==> config.mk <==
export PLATFORM = sky130hd
export DESIGN_NAME = uart_rx
export DESIGN_NICKNAME = d
export VERILOG_FILES = /design/src/rtl/config_pkg.sv /design/src/rtl/uart_rx_pkg.sv /design/src/rtl/uart_rx_fifo.sv /design/src/rtl/uart_rx.sv
export SDC_FILE = /design/constraint.sdc
export NUM_CORES = 1
export LEC_CHECK = 0
export CAP_MARGIN = 0
export CORE_AREA = 2 2 138 140
export CTS_CLUSTER_SIZE = 28
export DETAILED_ROUTE_END_ITERATION = 12
export DIE_AREA = 0 0 140 142
export PLACE_DENSITY_LB_ADDON = 0.05
export SYNTH_ARGS = -nofsm -noshare
export SYNTH_HDL_FRONTEND = slang
export SYNTH_SLANG_ARGS = --single-unit
==> constraint.sdc <==
create_clock -name clk_i -period 7.9 [get_ports clk_i]
set_input_delay 1.975 -clock clk_i [delete_from_list [all_inputs] [get_ports clk_i]]
set_output_delay 1.975 -clock clk_i [all_outputs]
set_load 0.01 [all_outputs]
==> src/rtl/config_pkg.sv <==
// Shared SoC configuration: CSR bus types, operation encodings and UART receiver addresses.
package config_pkg;

   typedef logic [11:0] CsrAddrT;
   typedef logic [31:0] word;
   typedef logic [4:0]  r;

   typedef enum logic [2:0] {
      CSR_NONE = 3'b000,
      CSR_RW   = 3'b001,
      CSR_RS   = 3'b010,
      CSR_RC   = 3'b011,
      CSR_RWI  = 3'b101,
      CSR_RSI  = 3'b110,
      CSR_RCI  = 3'b111
   } csr_op_t;

   localparam CsrAddrT     RxDataAddr   = 12'hBC0;
   localparam CsrAddrT     RxStatusAddr = 12'hBC1;
   localparam int unsigned RxDepth      = 8;

endpackage

==> src/rtl/uart_rx_pkg.sv <==
// UART receiver local types: frame state encoding and status register bit positions.
package uart_rx_pkg;

   typedef enum logic [2:0] {
      ST_IDLE,
      ST_START,
      ST_DATA,
      ST_PARITY,
      ST_STOP
   } uart_rx_state_t;

   localparam int unsigned StHaveData = 0;
   localparam int unsigned StOvr      = 1;
   localparam int unsigned StFerr     = 2;
   localparam int unsigned StPerr     = 3;

endpackage

==> src/rtl/uart_rx_fifo.sv <==
// Receive byte FIFO; pointers carry one extra wrap bit so full and empty are distinguishable.
module uart_rx_fifo #(
   parameter int unsigned Depth = 8
) (
   input  logic       clk_i,
   input  logic       reset_i,
   input  logic       push,
   input  logic [7:0] wdata,
   input  logic       pop,
   output logic [7:0] head,
   output logic       full,
   output logic       empty
);

   localparam int unsigned AW  = $clog2(Depth);
   localparam logic [AW:0] One = 1;

   logic [AW:0] wr_ptr, rd_ptr;
   logic [7:0]  mem [Depth];
   logic        do_push, do_pop;

   assign empty   = (wr_ptr == rd_ptr);
   assign full    = (wr_ptr[AW] != rd_ptr[AW]) && (wr_ptr[AW-1:0] == rd_ptr[AW-1:0]);
   assign do_pop  = pop && !empty;
   // a pop on the same edge frees the slot a push into a full FIFO needs
   assign do_push = push && (!full || do_pop);
   assign head    = mem[rd_ptr[AW-1:0]];

   always_ff @(posedge clk_i) begin
      if (!reset_i) begin
         wr_ptr <= '0;
         rd_ptr <= '0;
      end else begin
         if (do_push) wr_ptr <= wr_ptr + One;
         if (do_pop)  rd_ptr <= rd_ptr + One;
      end
   end

   always_ff @(posedge clk_i) begin
      if (do_push) mem[wr_ptr[AW-1:0]] <= wdata;
   end

endmodule

==> src/rtl/uart_rx.sv <==
// UART receiver (8N1, or 8E1 when UART_RX_PARITY_EN is defined) feeding a byte FIFO,
// with data and sticky status registers on the shared CSR bus.
module uart_rx
   import config_pkg::*;
   import uart_rx_pkg::*;
#(
   parameter int unsigned Depth      = RxDepth,
   parameter int unsigned PrescWidth = 16
) (
   input  logic                  clk_i,
   input  logic                  reset_i,
   input  logic [PrescWidth-1:0] prescaler,
   input  logic                  rx,
   input  logic                  csr_enable,
   input  CsrAddrT               csr_addr,
   input  csr_op_t               csr_op,
   input  r                      rs1_zimm,
   input  word                   rs1_data,
   output word                   csr_data_out,
   output logic                  have_data
);

   localparam logic [PrescWidth-1:0] CntOne = 1;

   logic                  rx_meta, rx_s;
   uart_rx_state_t        state, state_next;
   logic [PrescWidth-1:0] cnt, cnt_next;
   logic [2:0]            idx, idx_next;
   logic [7:0]            shreg, shreg_next;
   logic                  push, ferr_set, ovr_set;
   logic                  ferr, ovr;
   logic [7:0]            head;
   logic                  full, empty;
   logic                  data_hit, stat_hit, clr_en;
   word                   clr_mask;
   logic                  mask_unused;
`ifdef UART_RX_PARITY_EN
   logic                  perr, perr_set, par_bad, par_bad_next;
`endif

   always_comb begin
      state_next = state;
      cnt_next   = cnt;
      idx_next   = idx;
      shreg_next = shreg;
      push       = 1'b0;
      ferr_set   = 1'b0;
`ifdef UART_RX_PARITY_EN
      perr_set     = 1'b0;
      par_bad_next = par_bad;
`endif
      case (state)
         ST_IDLE: begin
            if (!rx_s) begin
               state_next = ST_START;
               cnt_next   = prescaler >> 1;
            end
         end
         ST_START: begin
            if (cnt != '0) cnt_next = cnt - CntOne;
            else if (rx_s) state_next = ST_IDLE;
            else begin
               state_next = ST_DATA;
               cnt_next   = prescaler;
               idx_next   = '0;
            end
         end
         ST_DATA: begin
            if (cnt != '0) cnt_next = cnt - CntOne;
            else begin
               shreg_next[idx] = rx_s;
               cnt_next        = prescaler;
               idx_next        = idx + 3'd1;
`ifdef UART_RX_PARITY_EN
               if (idx == 3'd7) state_next = ST_PARITY;
`else
               if (idx == 3'd7) state_next = ST_STOP;
`endif
            end
         end
`ifdef UART_RX_PARITY_EN
         ST_PARITY: begin
            if (cnt != '0) cnt_next = cnt - CntOne;
            else begin
               par_bad_next = (rx_s != ^shreg);
               perr_set     = (rx_s != ^shreg);
               cnt_next     = prescaler;
               state_next   = ST_STOP;
            end
         end
`endif
         ST_STOP: begin
            if (cnt != '0) cnt_next = cnt - CntOne;
            else begin
               state_next = ST_IDLE;
               ferr_set   = !rx_s;
`ifdef UART_RX_PARITY_EN
               push       = rx_s && !par_bad;
`else
               push       = rx_s;
`endif
            end
         end
         default: state_next = ST_IDLE;
      endcase
   end

   always_ff @(posedge clk_i) begin
      if (!reset_i) begin
         rx_meta <= 1'b1;
         rx_s    <= 1'b1;
         state   <= ST_IDLE;
         cnt     <= '0;
         idx     <= '0;
         shreg   <= '0;
      end else begin
         rx_meta <= rx;
         rx_s    <= rx_meta;
         state   <= state_next;
         cnt     <= cnt_next;
         idx     <= idx_next;
         shreg   <= shreg_next;
      end
   end

   assign data_hit    = csr_enable && (csr_addr == RxDataAddr);
   assign stat_hit    = csr_enable && (csr_addr == RxStatusAddr);
   assign clr_en      = stat_hit && ((csr_op == CSR_RC) || (csr_op == CSR_RCI));
   assign clr_mask    = (csr_op == CSR_RCI) ? {27'b0, rs1_zimm} : rs1_data;
   assign mask_unused = ^clr_mask[31:3];
   assign ovr_set     = push && full && !data_hit;
   assign have_data   = !empty;

   // set terms are OR-ed in last so a same-edge set beats a clear
   always_ff @(posedge clk_i) begin
      if (!reset_i) begin
         ferr <= 1'b0;
         ovr  <= 1'b0;
      end else begin
         ferr <= (ferr && !(clr_en && clr_mask[StFerr])) || ferr_set;
         ovr  <= (ovr  && !(clr_en && clr_mask[StOvr]))  || ovr_set;
      end
   end

`ifdef UART_RX_PARITY_EN
   always_ff @(posedge clk_i) begin
      if (!reset_i) begin
         perr    <= 1'b0;
         par_bad <= 1'b0;
      end else begin
         perr    <= (perr && !(clr_en && clr_mask[StPerr])) || perr_set;
         par_bad <= par_bad_next;
      end
   end
`endif

   always_comb begin
      csr_data_out = '0;
      if (csr_addr == RxDataAddr) begin
         if (!empty) csr_data_out[7:0] = head;
      end else if (csr_addr == RxStatusAddr) begin
         csr_data_out[StHaveData] = have_data;
         csr_data_out[StOvr]      = ovr;
         csr_data_out[StFerr]     = ferr;
`ifdef UART_RX_PARITY_EN
         csr_data_out[StPerr]     = perr;
`endif
      end
   end

   uart_rx_fifo #(
      .Depth(Depth)
   ) u_fifo (
      .clk_i  (clk_i),
      .reset_i(reset_i),
      .push   (push),
      .wdata  (shreg),
      .pop    (data_hit),
      .head   (head),
      .full   (full),
      .empty  (empty)
   );

endmodule

# --- Yosys cells after proc, flatten, opt, wreduce, memory -nomap -nowiden ---
# Memories as Yosys holds them, arrays and structs flattened. A register that Yosys moved wholly into a read port is not among the register bits.
# Cells that the tools add are included.
totals:
  memories: 1
  ram_bits: 64
  ff_bits: 42
  inputBits: 72
  out_inout_bits: 33
  wordCells: 101
memory_table:
  columns: ["name", "words", "width", "read_ports", "rd_clocked_by_memory_dff", "write_ports", "line_no", "rtl"]
  rows:
  - ["u_fifo.mem", 8, 8, 1, 1, 1, "uart_rx_fifo.sv:19", "logic [7:0] mem [Depth];"]
classes:
  n_eq_ne: 19
  reduce_logical: 31
  n_addsub: 4
  bitwise_logic: 1
  mux: 33
  magnitude_cmp: 2
ops:
  columns: ["op", "count"]
  rows:
  - ["two-way mux 16 bit", 5]
  - ["one-hot mux 16 bit (4 select lines)", 1]
  - ["two-way mux 3 bit", 13]
  - ["equality test 12 bit, second input constant", 2]
  - ["nonzero test 16 bit", 1]
  - ["subtractor 16 x 1 -> 16 bit, second input constant", 1]
  - ["inequality test 2 bit, second input constant", 7]
  - ["logical AND 1 bit", 13]
  - ["one-hot mux 3 bit (4 select lines)", 1]
  - ["equality test 3 bit, second input constant", 3]
  - ["adder 4 x 1 -> 4 bit, second input constant", 2]
  - ["bitwise mux 8 bit", 1]
  - ["two-way mux 8 bit", 1]
  - ["AND reduction 4 bit", 2]
  - ["two-way mux 1 bit", 7]
  - ["equality test 3 x 2 -> 1 bit, second input constant", 2]
  - ["zero test 1 bit", 6]
  - ["one-hot mux 3 bit (2 select lines)", 1]
  - ["two-way mux 5 bit", 1]
  - ["AND reduction 5 bit", 1]
  - ["equality test 4 bit", 1]
  - ["logical OR 1 bit", 4]
  - ["less-than comparator 3 x 4 -> 1 bit, second input constant", 1]
  - ["nonzero test 4 bit", 1]
  - ["other kinds (12)", 12]

# --- Logic depth before layout (Yosys ltp) ---
# Gate-level depths: netlist of the first run.
depth:
  ltp_word: 7
  mapped_depth: 9
  depth_no_buf: 7

# --- By module ---
# A second synthesis of the first run with hierarchy kept.
unflattened:
  hier_cells: 479
  area_unflattened_um2: 5522.8
modules_own_cells:
  columns: ["mod", "area_each_um2", "instances", "cells_each"]
  rows:
  - ["uart_rx_fifo", 2989.1, 1, 164]
  - ["uart_rx", 2533.7, 1, 315]

# --- Worst setup path before layout of the first run ---
# No wires, ideal clock.
synth_path:
  kind: "input-to-output"
  start: "input port csr_addr[10]"
  end: "output port csr_data_out[1]"
  arrival_ns: 3.275
  cell_stages: 5
  setup_slack_ns: 2.650
  path_cell_list: "nor4bb_1 nand3_1 or3_1 clkbuf_1 o22ai_1"
synth_between:
  elab_chain_cells: 3
  word_cells_on_any_way: 4
synth_lines:
  columns: ["item", "line_no", "rtl"]
  rows:
  - ["start, declared", "uart_rx.sv:15", "input CsrAddrT csr_addr,"]
  - ["equality test 12 bit", "uart_rx.sv:161", "end else if (csr_addr == RxStatusAddr) begin"]
  - ["two-way mux 3 bit", "uart_rx.sv:161", null]
  - ["two-way mux 3 bit *", "uart_rx.sv:159", "if (csr_addr == RxDataAddr) begin"]
  - ["end, declared", "uart_rx.sv:19", "output word csr_data_out,"]
# Every way passes the cells marked *; elsewhere a longest branch is shown, timed or not.

# --- Worst setup path after layout of the first run ---
layout_path:
  start: "input port csr_addr[6]"
  end: "output port csr_data_out[1]"
# Same word-level chain as after synthesis.

==> impl_results.md, run 1 <==
* Crit-path slowest cell: or3_1
* Outcome: complete, no violations
* IO buf count at 47
* Vias per inst at 5.11
* Flop pwr share at 50.7%
* Max-Cap Viols at 0
* RSZ-0062 raised after global routing: no
* Gate Count Post-Synth at 476
* Largest net degree at the start of global routing at 28
* Arrival @ worst endpoint at 4.43 ns
* Sequential share of the synthesized area at 51.8%
* Worst setup SP type: primary input
* Mux contribution to synthesized area at 9.36%
* Worst setup EP type: output pin
* Main flop type after synthesis: edfxtp_1
* Global route total overflow at 0
* Seq cells post-synth at 109
* Non-Filler Instances at 750
* Via count at 3835
* Tmin final at 6.41 ns
* Leakage at 0.00214 uW
* Clock skew at 0.0104 ns
* Avg Inst Size Synth at 11.5 um2
* First-pass GRT wire length at 22300 um
* Synth Cell Area at 0.00545 mm2
* Layout cells sized above 1 at 11.8%
* Share of total power in combinational logic at 13.0%
* Synth top cells by count: 64 x edfxtp_1, 45 x dfxtp_1, 30 x nand2_1
* Core area at 0.0185 mm2
* Critical-path maximum fanout at 7
* Switch share at 27.2%
* Largest family of logic cells by synthesized area: simple AND/OR/NAND/NOR gates
* Vias in the first global route at 3927
* Worst-path clk slew at 0.08 ns
* Final setup TNS at 0 ns
* P&R area growth vs syn at 16.6%
* Final hold violations at 0
* Count of final setup violators at 0
* Critical Path Max Stage Delay at 0.57 ns
* Initial antenna violation count at 0
* Synth Area in Adders at 1.15%
* CTS max path bufs at 2
* DRC violation total after the first TritonRoute iteration at 242
* Skew-Pair Late Insertion Delay at 0.35 ns
* Clock power share at 36.3%
* Post-cts resize count at 0
* Synth warnings at 0
* Max Clk Rate at 156 MHz
* CP top delay family: simple AND/OR/NAND/NOR gates
* XOR/XNOR Fraction of Synth Area at 1.61%
* Routed WL per cell at 18.1 um
* Clk Tree Root Cell: clkbuf_16
* CP most frequent cell: clkdlybuf4s50_1
* Period utilisation layout at 81.1%
* Actual slew at the worst max-slew pin at 1.03 ns
* Post-synth top area share at 35.3%
* Starting density of the core at 29.5%
* Sw power at 330 uW
* H-Tree Depth at 3
* Post-DP HPWL at 9500 um
* Distinct cells, synth at 68
* # diodes at 0
* GRT Overall Usage at 14.5%
* TritonRoute pass-1 iters at 4
* Site row count at 50
* Inst Count DP at 734
* Max-slew violation count at 0
* Max-slew headroom at 31.0%
* Top cells by area, synth: edfxtp_1 35%, dfxtp_1 17%, mux4_2 6.6%, buf_4 3.6%, mux2i_1 2.8%
* Routability Congestion at 0.738
* PwrDens at 191 mW/mm2
* CTS Buf Count at 9
* Die footprint at 0.0199 mm2
* Critical-path cell list: clkdlybuf4s50_1 > nor4bb_1 > nand3_1 > or3_1 > o22ai_1 > clkdlybuf4s50_1
* Compound-gate portion of the synthesized area at 12.3%
* CTS tree: yes
* Int Pwr at 885 uW
* Post-cts hold buffer count at 0
* Crit path kind: in2out
* CP bufs+invs at 2
* Crit path required time at 5.93 ns
* Fin nets at 588
* Hold Crit Class: reg2reg
* Most common cell in the netlist: edfxtp_1
* Max IR drop VDD at 0.103 mV
* Setup Fix Bufs, Post-CTS at 0
* Simple-gate share of the synthesized area at 16.4%
* DRC errors left at 0
* Die height at 142 um
* CTS Sinks at 109
* Number of synthesized flops with an enable pin at 64
* Total Routed Length at 13600 um
* Async SR Flop Fraction at 0%
* Post-synth top area cell: edfxtp_1
* Power, Total at 1220 uW
* Top Ports at 105
* Post-DRT Antenna Nets at 0
* Die width at 140 um
[layer usage]
| layer | vias up | track usage [%] | share of wire, % |
|---|---|---|---|
| li1 | 1834 | - | - |
| met1 | 1920 | 18.8 | 46 |
| met2 | 72 | 25.0 | 51 |
| met3 | 9 | 1.85 | 2.2 |
| met4 | 0 | 4.84 | 1.3 |
| met5 | - | 0 | 0 |
[through the flow]
stage                     utilization [%]  cell area (um2)  hold WS, ns  setup WS [ns]
after floorplan                         -             5540        0.386           2.65
after global placement               32.9             6070        0.390           1.44
after detailed placement             32.9             6070        0.400           1.45
after CTS                            34.4             6360        0.419           1.46
after global routing                 34.4             6360        0.452           1.25
final                                34.4             6360        0.417           1.49
[flip-flops by register name, indices dropped and copies added (netlist names), named ones only]
signal         cells
rx_meta            1
ovr                1
cnt               16
u_fifo.mem        64
idx                3
rx_s               1
shreg              8
u_fifo.wr_ptr      4
state              3
ferr               1
u_fifo.rd_ptr      4
[cells by family after synthesis]
family,Yosys count
and+or+nand+nor,153
DFF,109
AOI/OAI and AO/OA,98
buffers and inverters,69
muxes,31
xor gates and xnor gates,10
adders and majority gates,5
other,1
[area by class of cell]
class / count / area (um2)
Clock buffer: 9 / 225
Clock inverter: 7 / 60.1
Fill cell: 1856 / 12100
Inverter: 16 / 60.1
Multi-Input combinational cell: 321 / 2370
Sequential cell: 109 / 2820
Tap cell: 234 / 293
Timing Repair Buffer: 54 / 523
[power by group through the flow]
stage,clock [uW],combinational [uW],sequential [uW]
floorplan,0,120,624
detailed placement,0,158,629
CTS,455,159,616
global placement,0,160,629
global route,479,176,618
finish,441,158,616
[final timing paths]
kind	to	start	cells past startpoint	slack [ns]
worst max-delay path	csr_data_out[1]	csr_addr[6]	6	1.49
worst min register to register	rx_s	rx_meta	1	0.42
worst min-delay path	rx_s	rx_meta	1	0.42
worst max register to register	u_fifo.mem[7][7]	cnt[2]	5	4.78
[cells in the final DEF (no fill, tap or decap), drive strengths merged, types with 7 or more instances in the layout]
cell | netlist | layout
clkdlybuf4s50 | 1 | 47
mux2i | 15 | 15
nand3 | 14 | 14
dfxtp | 45 | 45
inv | 15 | 17
nor3 | 15 | 15
a31oi | 9 | 9
buf | 38 | 7
nand2 | 30 | 30
a21oi | 15 | 15
nand2b | 9 | 9
mux4 | 16 | 16
nor2 | 28 | 28
o21ai | 24 | 24
nand4 | 9 | 9
a211oi | 8 | 8
edfxtp | 64 | 64
a32o | 10 | 10
nor4 | 10 | 10
conb | 1 | 24
clkbuf | 13 | 9
Power figures use the tool's default switching activity.
==> inputs of run 2 (changes only) <==
- clock period: 7.9 -> 6.17 ns (I/O delays scaled with it)
==> run 2 against run 1 <==
Clock-buffer cell count rose by 1; largest power group unchanged; power increased by 29%; first-iteration DRC count rose by 0.41%.
==> impl_results.md, run 2 (synthesized netlist as in run 1, its figures left out) <==
* Most common cell after layout, fill and taps aside: edfxtp_1
* DRC errors left at 0
* Actual slew at the worst max-slew pin at 1.03 ns
* Final hold violations at 0
* Hold_sp: rx_meta
* Die height at 142 um
* Total Routed Length at 13700 um
* Post-DP HPWL at 9490 um
* Max IR drop VDD at 0.141 mV
* Clock skew at 0.00735 ns
* Setup Fix Bufs, Post-CTS at 0
* Skew-Pair Late Insertion Delay at 0.36 ns
* CTS max path bufs at 2
* GRT Overall Usage at 14.5%
* Core area at 0.0185 mm2
* DRC violation total after the first TritonRoute iteration at 243
* Post-cts resize count at 0
* Most frequent cells in the layout: 64 x edfxtp_1, 47 x clkdlybuf4s50_1, 45 x dfxtp_1
* FF-to-FF setup slack at 3.06 ns
* TritonRoute pass-1 iters at 4
* Most Crowded Layer GR: met2
* Largest net degree at the start of global routing at 28
* Largest register FFs at 64
* Crit path required time at 4.63 ns
* Tmin final at 5.59 ns
* Outcome: complete, no violations
* PwrDens at 247 mW/mm2
* Layout cells sized above 1 at 11.6%
* Routability Congestion at 0.733
* Hold Crit Class: reg2reg
* Fin util at 34.4%
* CTS Buf Count at 9
* H-Tree Depth at 3
* Site row count at 50
* Worst setup EP type: output pin
* Post-cts hold buffer count at 0
* # diodes at 0
* Hold worst-path end: rx_s
* Met3 Track Usage GR at 2.62%
* Max-slew headroom at 31.4%
* Leakage at 0.00214 uW
* CTS Sinks at 109
* Arrival @ worst endpoint at 4.05 ns
* Starting density of the core at 29.5%
* Post-DRT Antenna Nets at 0
* Initial antenna violation count at 0
* P&R area growth vs syn at 16.5%
* Period utilisation layout at 90.6%
* Die footprint at 0.0199 mm2
* Worst-path clk slew at 0.07 ns
* Max-slew violation count at 0
* Global route total overflow at 0
* Hold Crit Depth at 1
* Fin nets at 588
* Crit Reg-Reg Endpoint: u_fifo.mem[7][4]
* Filler cells at 1850
* Count of final setup violators at 0
* GR met2 Demand/Resource at 24.5%
* R2R depth at 5
* Max Clk Rate at 179 MHz
* Max-Cap Viols at 0
* Vias per inst at 5.15
* Clk Tree Root Cell: clkbuf_16
* Grt met1 use at 19.1%
* First-pass GRT wire length at 22200 um
* Critical R2R Launch: cnt[2]
* Crit path kind: in2out
* Routed WL per cell at 18.3 um
* IO buf count at 47
* Top Ports at 105
* Die width at 140 um
* Critical-path maximum fanout at 7
* Via count at 3864
* Vias in the first global route at 3826
* RSZ-0062 raised after global routing: no
* Final setup TNS at 0 ns
* Worst setup SP type: primary input
* CTS tree: yes
==> run 2: worst max-delay path by stage <==
stage	cells after the start	start	end	slack (ns)
2_1_floorplan	5	csr_addr[10]	csr_data_out[1]	1.79
3_3_place_gp	6	csr_addr[8]	csr_data_out[2]	0.58
3_5_place_dp	6	csr_addr[6]	csr_data_out[5]	0.59
4_1_cts	6	csr_addr[6]	csr_data_out[5]	0.58
5_1_grt	6	csr_addr[8]	csr_data_out[5]	0.32
6_report	6	csr_addr[6]	csr_data_out[5]	0.58
==> run 2: metal layers <==
| layer | vias up | routed length, um |
|---|---|---|
| met4 | 0 | 226 |
| li1 | 1847 | - |
| met3 | 15 | 384 |
| met5 | - | 0 |
| met1 | 1928 | 6330 |
| met2 | 74 | 6800 |
==> run 2: per-stage QoR <==
step,power (uW),setup slack (ns),hold WS (ns),std cells,instance area (um2)
global placement,1010,0.580,0.392,734,6070
CTS,1590,0.577,0.415,750,6350
global route,1640,0.324,0.441,750,6350
detailed placement,1010,0.590,0.397,734,6070
floorplan,953,1.79,0.386,499,5540
finish,1570,0.579,0.412,750,6350
==> run 2: layout make-up <==
| class | count | area [um2] | share of cell area, % |
|---|---|---|---|
| Clock buffer | 10 | 229 | 3.60 |
| Clock inverter | 6 | 53.8 | 0.847 |
| Inverter | 16 | 60.1 | 0.945 |
| Multi-Input combinational cell | 321 | 2370 | 37.3 |
| Sequential cell | 109 | 2820 | 44.4 |
| Tap cell | 234 | 293 | 4.61 |
| Timing Repair Buffer | 54 | 523 | 8.23 |
==> run 2: critical path, stage by stage <==
cell and delay, ns:
clkdlybuf4s50_1 0.45, nor4bb_1 0.47, nand3_1 0.24, or3_1 0.57, nor2_1 0.21, clkdlybuf4s50_1 0.55
==> run 2: power by group <==
group	leakage (uW)	internal (uW)	switching (uW)
sequential	0.000957	770	18.3
combinational	0.00104	82.1	123
clock	0.000142	284	292
total	0.00214	1140	432
==> inputs of run 3 (changes only) <==
- PLACE_DENSITY_LB_ADDON: 0.05 -> default
==> run 3 against run 2 <==
The flow now finishes with violations (DRC); worst hold slack improved by 0.0071 ns; clock-buffer cell count fell by 1; combinational power decreased by 3%; register-to-register slack gained 0.18 ns; critical endpoint is now csr_data_out[1].
==> impl_results.md, run 3 (synthesized netlist as in run 1, its figures left out) <==
* Most common cell after layout, fill and taps aside: edfxtp_1
* Period utilisation layout at 89.6%
* P&R area growth vs syn at 16.0%
* Post-cts hold buffer count at 0
* Vias in the first global route at 3762
* Clock skew at 0.0125 ns
* Critical R2R Launch: cnt[0]
* Final WS setup at 0.642 ns
* Critical Path Start: csr_addr[6]
* Power, Total at 1540 uW
* Routability Congestion at 0.807
* Tmin final at 5.53 ns
* Critical-path cell list: clkdlybuf4s50_1 > nor4bb_1 > nand3_1 > or3_1 > o22ai_1 > clkdlybuf4s50_1
* Switch share at 26.5%
* R2R depth at 7
* Hold Crit Class: reg2reg
* Worst-path clk slew at 0.08 ns
* Routed WL per cell at 15.9 um
* Actual slew at the worst max-slew pin at 1.09 ns
* Post-DP HPWL at 8370 um
* Skew-Pair Late Insertion Delay at 0.35 ns
* Initial antenna violation count at 0
* Worst setup EP type: output pin
* Arrival @ worst endpoint at 3.99 ns
* GRT Overall Usage at 12.3%
* Max IR drop VDD at 0.137 mV
* Die height at 142 um
* Int Pwr at 1130 uW
* Starting density of the core at 29.5%
* Layout cells sized above 1 at 11.0%
* CP most frequent cell: clkdlybuf4s50_1
* Clock power share at 35.9%
* Post-DRT Antenna Nets at 0
* CP bufs+invs at 2
* RSZ-0062 raised after global routing: no
* Clk Tree Root Cell: clkbuf_16
* Share of total power in combinational logic at 12.9%
* FF-to-FF setup slack at 3.24 ns
* Max-slew headroom at 27.5%
* CTS max path bufs at 2
* Setup Fix Bufs, Post-CTS at 0
* # diodes at 0
* DRC violation total after the first TritonRoute iteration at 288
* First-pass GRT wire length at 19400 um
* Dpl ws at 0.606 ns
* Sw power at 409 uW
* Via count at 3849
* DP Area at 0.00604 mm2
* Top Ports at 105
* CTS tree: yes
* Max Clk Rate at 181 MHz
* Largest net degree at the start of global routing at 28
* Site row count at 50
* Crit Reg-Reg Endpoint: cnt[3]
* Count of final setup violators at 0
* CP top delay family: simple AND/OR/NAND/NOR gates
* Die footprint at 0.0199 mm2
* Die width at 140 um
* IO buf count at 47
* Max-slew violation count at 0
* Fin nets at 591
* Final setup TNS at 0 ns
* DRC errors left at 8
* Crit path required time at 4.63 ns
* CP endpoint: csr_data_out[1]
* Crit path depth at 6
* TritonRoute pass-1 iters at 12
* Post-cts resize count at 0
* CTS Buf Count at 9
* Total Routed Length at 12000 um
* Flop pwr share at 51.1%
* Crit path kind: in2out
* Failing checks: DRC
* H-Tree Depth at 3
* PwrDens at 244 mW/mm2
* Global route total overflow at 0
* Worst setup SP type: primary input
* Critical-path maximum fanout at 7
* Leakage at 0.00215 uW
* CTS Sinks at 109
* Core area at 0.0185 mm2
* Most frequent cells in the layout: 64 x edfxtp_1, 47 x clkdlybuf4s50_1, 45 x dfxtp_1
* Crit-path slowest cell: clkdlybuf4s50_1
* Max-Cap Viols at 0
* Largest register FFs at 64
* Outcome: finished, violations left
* Final hold violations at 0
* Critical Path Max Stage Delay at 0.57 ns
* Vias per inst at 5.12
* Final instance area at 0.00632 mm2
## run 3: changes by cell type in the layout (fill, tap and decap cells not counted), moves of 2 or more
cell,before,now
buf_4,7,10
nor4b_1,3,6
clkinv_4,0,2
inv_8,2,0
nor4_1,5,7
nor4b_2,2,0
## run 3: final cells by class
cell class                      count  area, um2
Fill cell                        1798      12100
Sequential cell                   109       2820
Multi-Input combinational cell    321       2320
Timing Repair Buffer               57        546
Tap cell                          234        293
Clock buffer                        9        225
Inverter                           16       60.1
Clock inverter                      6       58.8
## run 3: through the flow
step | utilization (%) | cells | hold WS, ns
2_1_floorplan | - | 499 | 0.386
3_3_place_gp | 32.7 | 737 | 0.410
3_5_place_dp | 32.7 | 737 | 0.407
4_1_cts | 34.3 | 752 | 0.430
5_1_grt | 34.3 | 752 | 0.442
6_report | 34.3 | 752 | 0.419
## run 3: worst min-delay path by stage
stage          depth (start not counted)     from  slack, ns   end
3_5_place_dp                           1  rx_meta       0.41  rx_s
3_3_place_gp                           1  rx_meta       0.41  rx_s
2_1_floorplan                          1  rx_meta       0.39  rx_s
5_1_grt                                1  rx_meta       0.44  rx_s
6_report                               1  rx_meta       0.42  rx_s
4_1_cts                                1  rx_meta       0.43  rx_s
## run 3: power groups by stage
stage	combinational (uW)	sequential (uW)	clock [uW]
6_report	199	789	554
5_1_grt	221	790	592
4_1_cts	198	788	566
3_5_place_dp	197	805	0
3_3_place_gp	195	804	0
2_1_floorplan	154	799	0
## run 3: worst register-to-register path, delay by kind of cell (launching register included)
family | cells | cell delay [ns]
fa+ha+maj | 1 | 0.29
buf+inv | 1 | 0.07
compound gates | 3 | 1.38
simple gates | 2 | 0.75
flops | 1 | 0.35
## run 3: per-layer routing
metal	track usage (%)	part of all wire [%]	routed length [um]	vias to the layer above
li1	-	-	-	1846
met1	15.5	46	5480	1888
met2	20.6	48	5730	100
met3	2.59	4.9	582	15
met4	5.26	1.6	196	0
met5	0	0	0	-
==> RTL change 1: new RTL, settings of run 3 <==
Set the package constant `RxDepth` to 32 (it was 8).
--- a/src/rtl/config_pkg.sv
+++ b/src/rtl/config_pkg.sv
@@ -17,7 +17,7 @@
 
    localparam CsrAddrT     RxDataAddr   = 12'hBC0;
    localparam CsrAddrT     RxStatusAddr = 12'hBC1;
-   localparam int unsigned RxDepth      = 8;
+   localparam int unsigned RxDepth      = 32;
 
 endpackage
 
Behaviour: same outputs for any inputs over 10 cycles, from zero or initial values and one cycle with reset_i low; that may be too few to reach the edited logic, so the function may still have changed.
==> RTL change 1 against run 3 <==
- synthesized area up 140%
- cell area up 130%
- worst setup slack worse by 0.40 ns
- sequential cell count up 198
- power rose to 2.9 times the old value
- combinational power up 84%
- first-iteration DRC count rose to 3.5 times the old value
- sequential power rose to 2.9 times the old value
- maximum frequency down 6.8%
- the run still ends with design-rule violations left
- routed wire length rose to 2.5 times the old value
==> RTL change 1: results (changes against run 3) <==
[synthesis]
synth_cell_type_count = 70  ; +2.9%
synth_commonest_cells = edfxtp_1 (256), mux4_2 (75), nor2_1 (61)
synth_edf_count = 256  ; +300%
synth_xor_area_share_pct = 0.5321  ; -1.1 points
postSynthCellCount = 825  ; +73%
seq_area_frac_synth_pct = 66.13  ; +14 points
synth_mux_area_share_pct = 14.31  ; +4.9 points

[drt]
drcViolationCount = 4  ; -4
via_per_inst = 7.139  ; +39%
wl_per_cell_um = 26.80  ; +68%

[layout]
final.clkbuf_count = 41  ; +32
regArea_um2 = 8715  ; +210%
sh_seq_area_pct = 58.99  ; +14 points
layout.nets = 948  ; +60%
syn2layout_area_growth_pct = 12.20
largest_register_ffs = 256  ; +300%
signal_buffers = 54  ; -5.3%
post-route-util_pct = 80.05  ; +46 points
clock_area_share_pct = 7.029  ; +2.5 points
layout.nonclk_buf_share_pct = 3.709  ; -4.9 points

[status]
status = finished with violations
violations = design-rule violations

[worst_setup_path]
crit_path_max_fanout = 9  ; +2

[clock_network]
cts.path.max_buffers = 3  ; +1
cts_buffers = 29  ; +20
cts-htree-levels = 1  ; -2
cts.reportedPaths.clkPinSlew_ns = 0.06  ; -0.02 ns
insertion_delay_ns = 0.55  ; +0.20 ns

[global_route]
met3_usage_pct = 5.754  ; +3.2 points
grt_pass1_vias = 7765  ; +110%
grt_use_met1_pct = 43.62  ; +28 points
grt_first_pass_wirelength_um = 46540  ; +140%
grt_max_degree = 34  ; +21%
use_met2_pct = 51.98  ; +31 points

[power]
vdd_drop_max_mv = 0.2910  ; +110%

[RTL change 1: worst max-delay path, delay by kind of cell]
kind | cells | cell delay (ns)
AOI/OAI and AO/OA | 3 | 1.08
and+or+nand+nor | 2 | 0.69
buffers and inverters | 2 | 1.07
[RTL change 1: logic make-up after synthesis]
| family | after synthesis |
|---|---|
| and+or+nand+nor | 195 |
| AOI/OAI and AO/OA | 128 |
| buffers and inverters | 83 |
| other | 1 |
| adders and majority gates | 9 |
| xor gates and xnor gates | 8 |
| muxes | 94 |
| DFF | 307 |
[RTL change 1: path summary, 6_finish.rpt]
kind                from           endpoint  slack [ns]  cells after the start
max          csr_addr[7]    csr_data_out[1]        0.24                      7
max reg2reg       cnt[0]  u_fifo.mem[12][1]        2.14                      7
min              rx_meta               rx_s        0.41                      1
min reg2reg      rx_meta               rx_s        0.41                      1
[RTL change 1: where the power goes]
part	switching, uW	internal (uW)
sequential	24.5	2230
combinational	242	126
clock	750	1180
total	1020	3530
==> RTL change 2: new RTL, config.mk and constraints of run 3 <==
Made on the original files. Register the output `have_data`, without a reset; this adds one clock of latency there. The other outputs are not delayed to match.
--- a/src/rtl/uart_rx.sv
+++ b/src/rtl/uart_rx.sv
@@ -21,6 +21,8 @@
 );
 
    localparam logic [PrescWidth-1:0] CntOne = 1;
+
+   logic have_data_d;
 
    logic                  rx_meta, rx_s;
    uart_rx_state_t        state, state_next;
@@ -129,7 +131,7 @@
    assign clr_mask    = (csr_op == CSR_RCI) ? {27'b0, rs1_zimm} : rs1_data;
    assign mask_unused = ^clr_mask[31:3];
    assign ovr_set     = push && full && !data_hit;
-   assign have_data   = !empty;
+   assign have_data_d = !empty;
 
    // set terms are OR-ed in last so a same-edge set beats a clear
    always_ff @(posedge clk_i) begin
@@ -159,7 +161,7 @@
       if (csr_addr == RxDataAddr) begin
          if (!empty) csr_data_out[7:0] = head;
       end else if (csr_addr == RxStatusAddr) begin
-         csr_data_out[StHaveData] = have_data;
+         csr_data_out[StHaveData] = have_data_d;
          csr_data_out[StOvr]      = ovr;
          csr_data_out[StFerr]     = ferr;
 `ifdef UART_RX_PARITY_EN
@@ -181,5 +183,9 @@
       .empty  (empty)
    );
 
+   always_ff @(posedge clk_i) begin
+      have_data <= have_data_d;
+   end
+
 endmodule
 
Check against the original RTL: same outputs for any inputs over 10 cycles, from zero or initial values and one cycle with reset_i low; that may be too few to reach the edited logic, so the function may still have changed.
==> RTL change 2 against run 3 <==
- sequential cell count grew 1
- synthesized area is 0.37% higher
- critical path type unchanged
- maximum frequency fell by 1.6%
- routed wire length up 0.33%
- cell count is 0.40% higher
- synthesized cell count up 0.21%
- critical path depth unchanged
- hold slack improved by 0.00093 ns
- worst setup slack lost 0.093 ns
- the run still ends with design-rule violations left
- cell area up 0.83%
- clock power increased by 9.6%
- power grew 4.0%
==> RTL change 2: results (changes against run 3) <==
[status]
status = finished with violations
violations = design-rule violations

[clock_network]
cts.reportedPaths.clkPinSlew_ns = 0.07
cts_resized = 0  ; unchanged
cts-htree-levels = 3  ; unchanged
cts.path.max_buffers = 2  ; unchanged
cts_root_buffer = clkbuf_16
insertion_delay_ns = 0.36

[worst_setup_path]
crit_path_max_fanout = 7  ; unchanged
critPathKind = in2out
crit_arrival_ns = 4.08  ; +0.09 ns

[sta]
slew_headroom_pct = 26.38  ; -1.1 points
fin_skew_ns = 0.009790  ; -0.002684 ns

[synthesis]
seq_area_frac_synth_pct = 51.96  ; +0.18 points
synth_commonest_cells = edfxtp_1 (64), dfxtp_1 (46), nand2_1 (30)
synth_cell_type_count = 68  ; unchanged
yosys-top-cells-area = edfxtp_1 (35%), dfxtp_1 (17%), mux4_2 (6.6%)
synthFlopType = edfxtp_1
ys_warn_count = 0  ; unchanged

[global_route]
grt_max_degree = 28  ; unchanged
grt_pass1_vias = 3743  ; -0.51%
grt_first_pass_wirelength_um = 19290  ; -0.36%
grt_use_total_pct = 12.34  ; +0.020 points

[power]
p_leak_uw = 0.002178  ; +1.3%
vdd_drop_max_mv = 0.1639  ; +20%
intPower_uw = 1185  ; +4.6%

[drt]
drcViolationCount = 7  ; -1
drt_iter0_drc = 173  ; -40%
first_pass_iters = 10  ; -2
routed.top_layer = met4
dr_wl_met3_um = 776  ; +33%
ant_nets = 0  ; unchanged
wl_met1_um = 5184  ; -5.3%
via_per_inst = 5.142  ; +0.46%
met2_length_um = 5924  ; +3.4%
drt_wl_total_um = 12030  ; +0.33%

[hold_path]
hp-class = reg2reg

[layout]
largest_register_ffs = 64  ; unchanged
nFillCells = 1796  ; -0.11%
layout.nets = 593  ; +0.34%
antenna_cells = 0  ; unchanged
drive_gt1_share_pct = 10.94  ; -0.063 points

[placement]
hpwl_um = 8263  ; -1.2%
placed_area_um2 = 6062  ; +0.37%
pre_cts_ws_ns = 0.5400  ; -0.06632 ns
place.gp.congestion = 0.8223  ; +1.9%

==> RTL change 2: cell types whose count changed after synthesis, sizes merged <==
cell / run 3 / this run
dfxtp: 45 / 46
==> RTL change 2: per-layer routing <==
| metal | vias to the layer above | GRT usage, % |
|---|---|---|
| li1 | 1846 | - |
| met1 | 1884 | 15.39 |
| met2 | 141 | 21.10 |
| met3 | 11 | 3.129 |
| met4 | 0 | 3.987 |
| met5 | - | 0 |
==> RTL change 2: logic make-up after synthesis <==
kind of cell    synth area share, %
compound gates                12.23
xor+xnor                      1.601
fa+ha+maj                     1.143
buf+inv                       7.340
flops                         51.96
mux                           9.330
other cells                 0.06854
simple gates                  16.33
==> RTL change 2: area by class of cell <==
type	instances	area (um^2)	area share [%]
Inverter	16	60.06	0.9419
Multi-Input combinational cell	321	2313	36.28
Clock inverter	6	85.08	1.334
Clock buffer	10	229.0	3.591
Tap cell	234	292.8	4.592
Sequential cell	110	2843	44.58
Timing Repair Buffer	58	553.0	8.673
==> RTL change 2: power by group through the flow <==
stage	Sequential, uW	Combinational (uW)	Clock (uW)
after floorplan	805	154	0
after global placement	811	195	0
after detailed placement	812	198	0
after CTS	795	199	623
after global routing	797	221	652
final	795	202	607
==> RTL change 2: path summary, 6_finish.rpt <==
check	startpoint	to	slack, ns	depth (start not counted)
setup / recovery	csr_addr[6]	csr_data_out[1]	0.55	6
hold / removal	rx_meta	rx_s	0.42	1
setup reg to reg	cnt[0]	cnt[3]	3.29	7
hold reg to reg	rx_meta	rx_s	0.42	1
==> RTL change 2: per-stage QoR <==
step                      cells  hold slack, ns  power, uW
after floorplan             500          0.3863      959.2
after global placement      739          0.4063       1005
after detailed placement    739          0.4029       1010
after CTS                   755          0.4204       1617
after global routing        755          0.4357       1670
final                       755          0.4199       1604
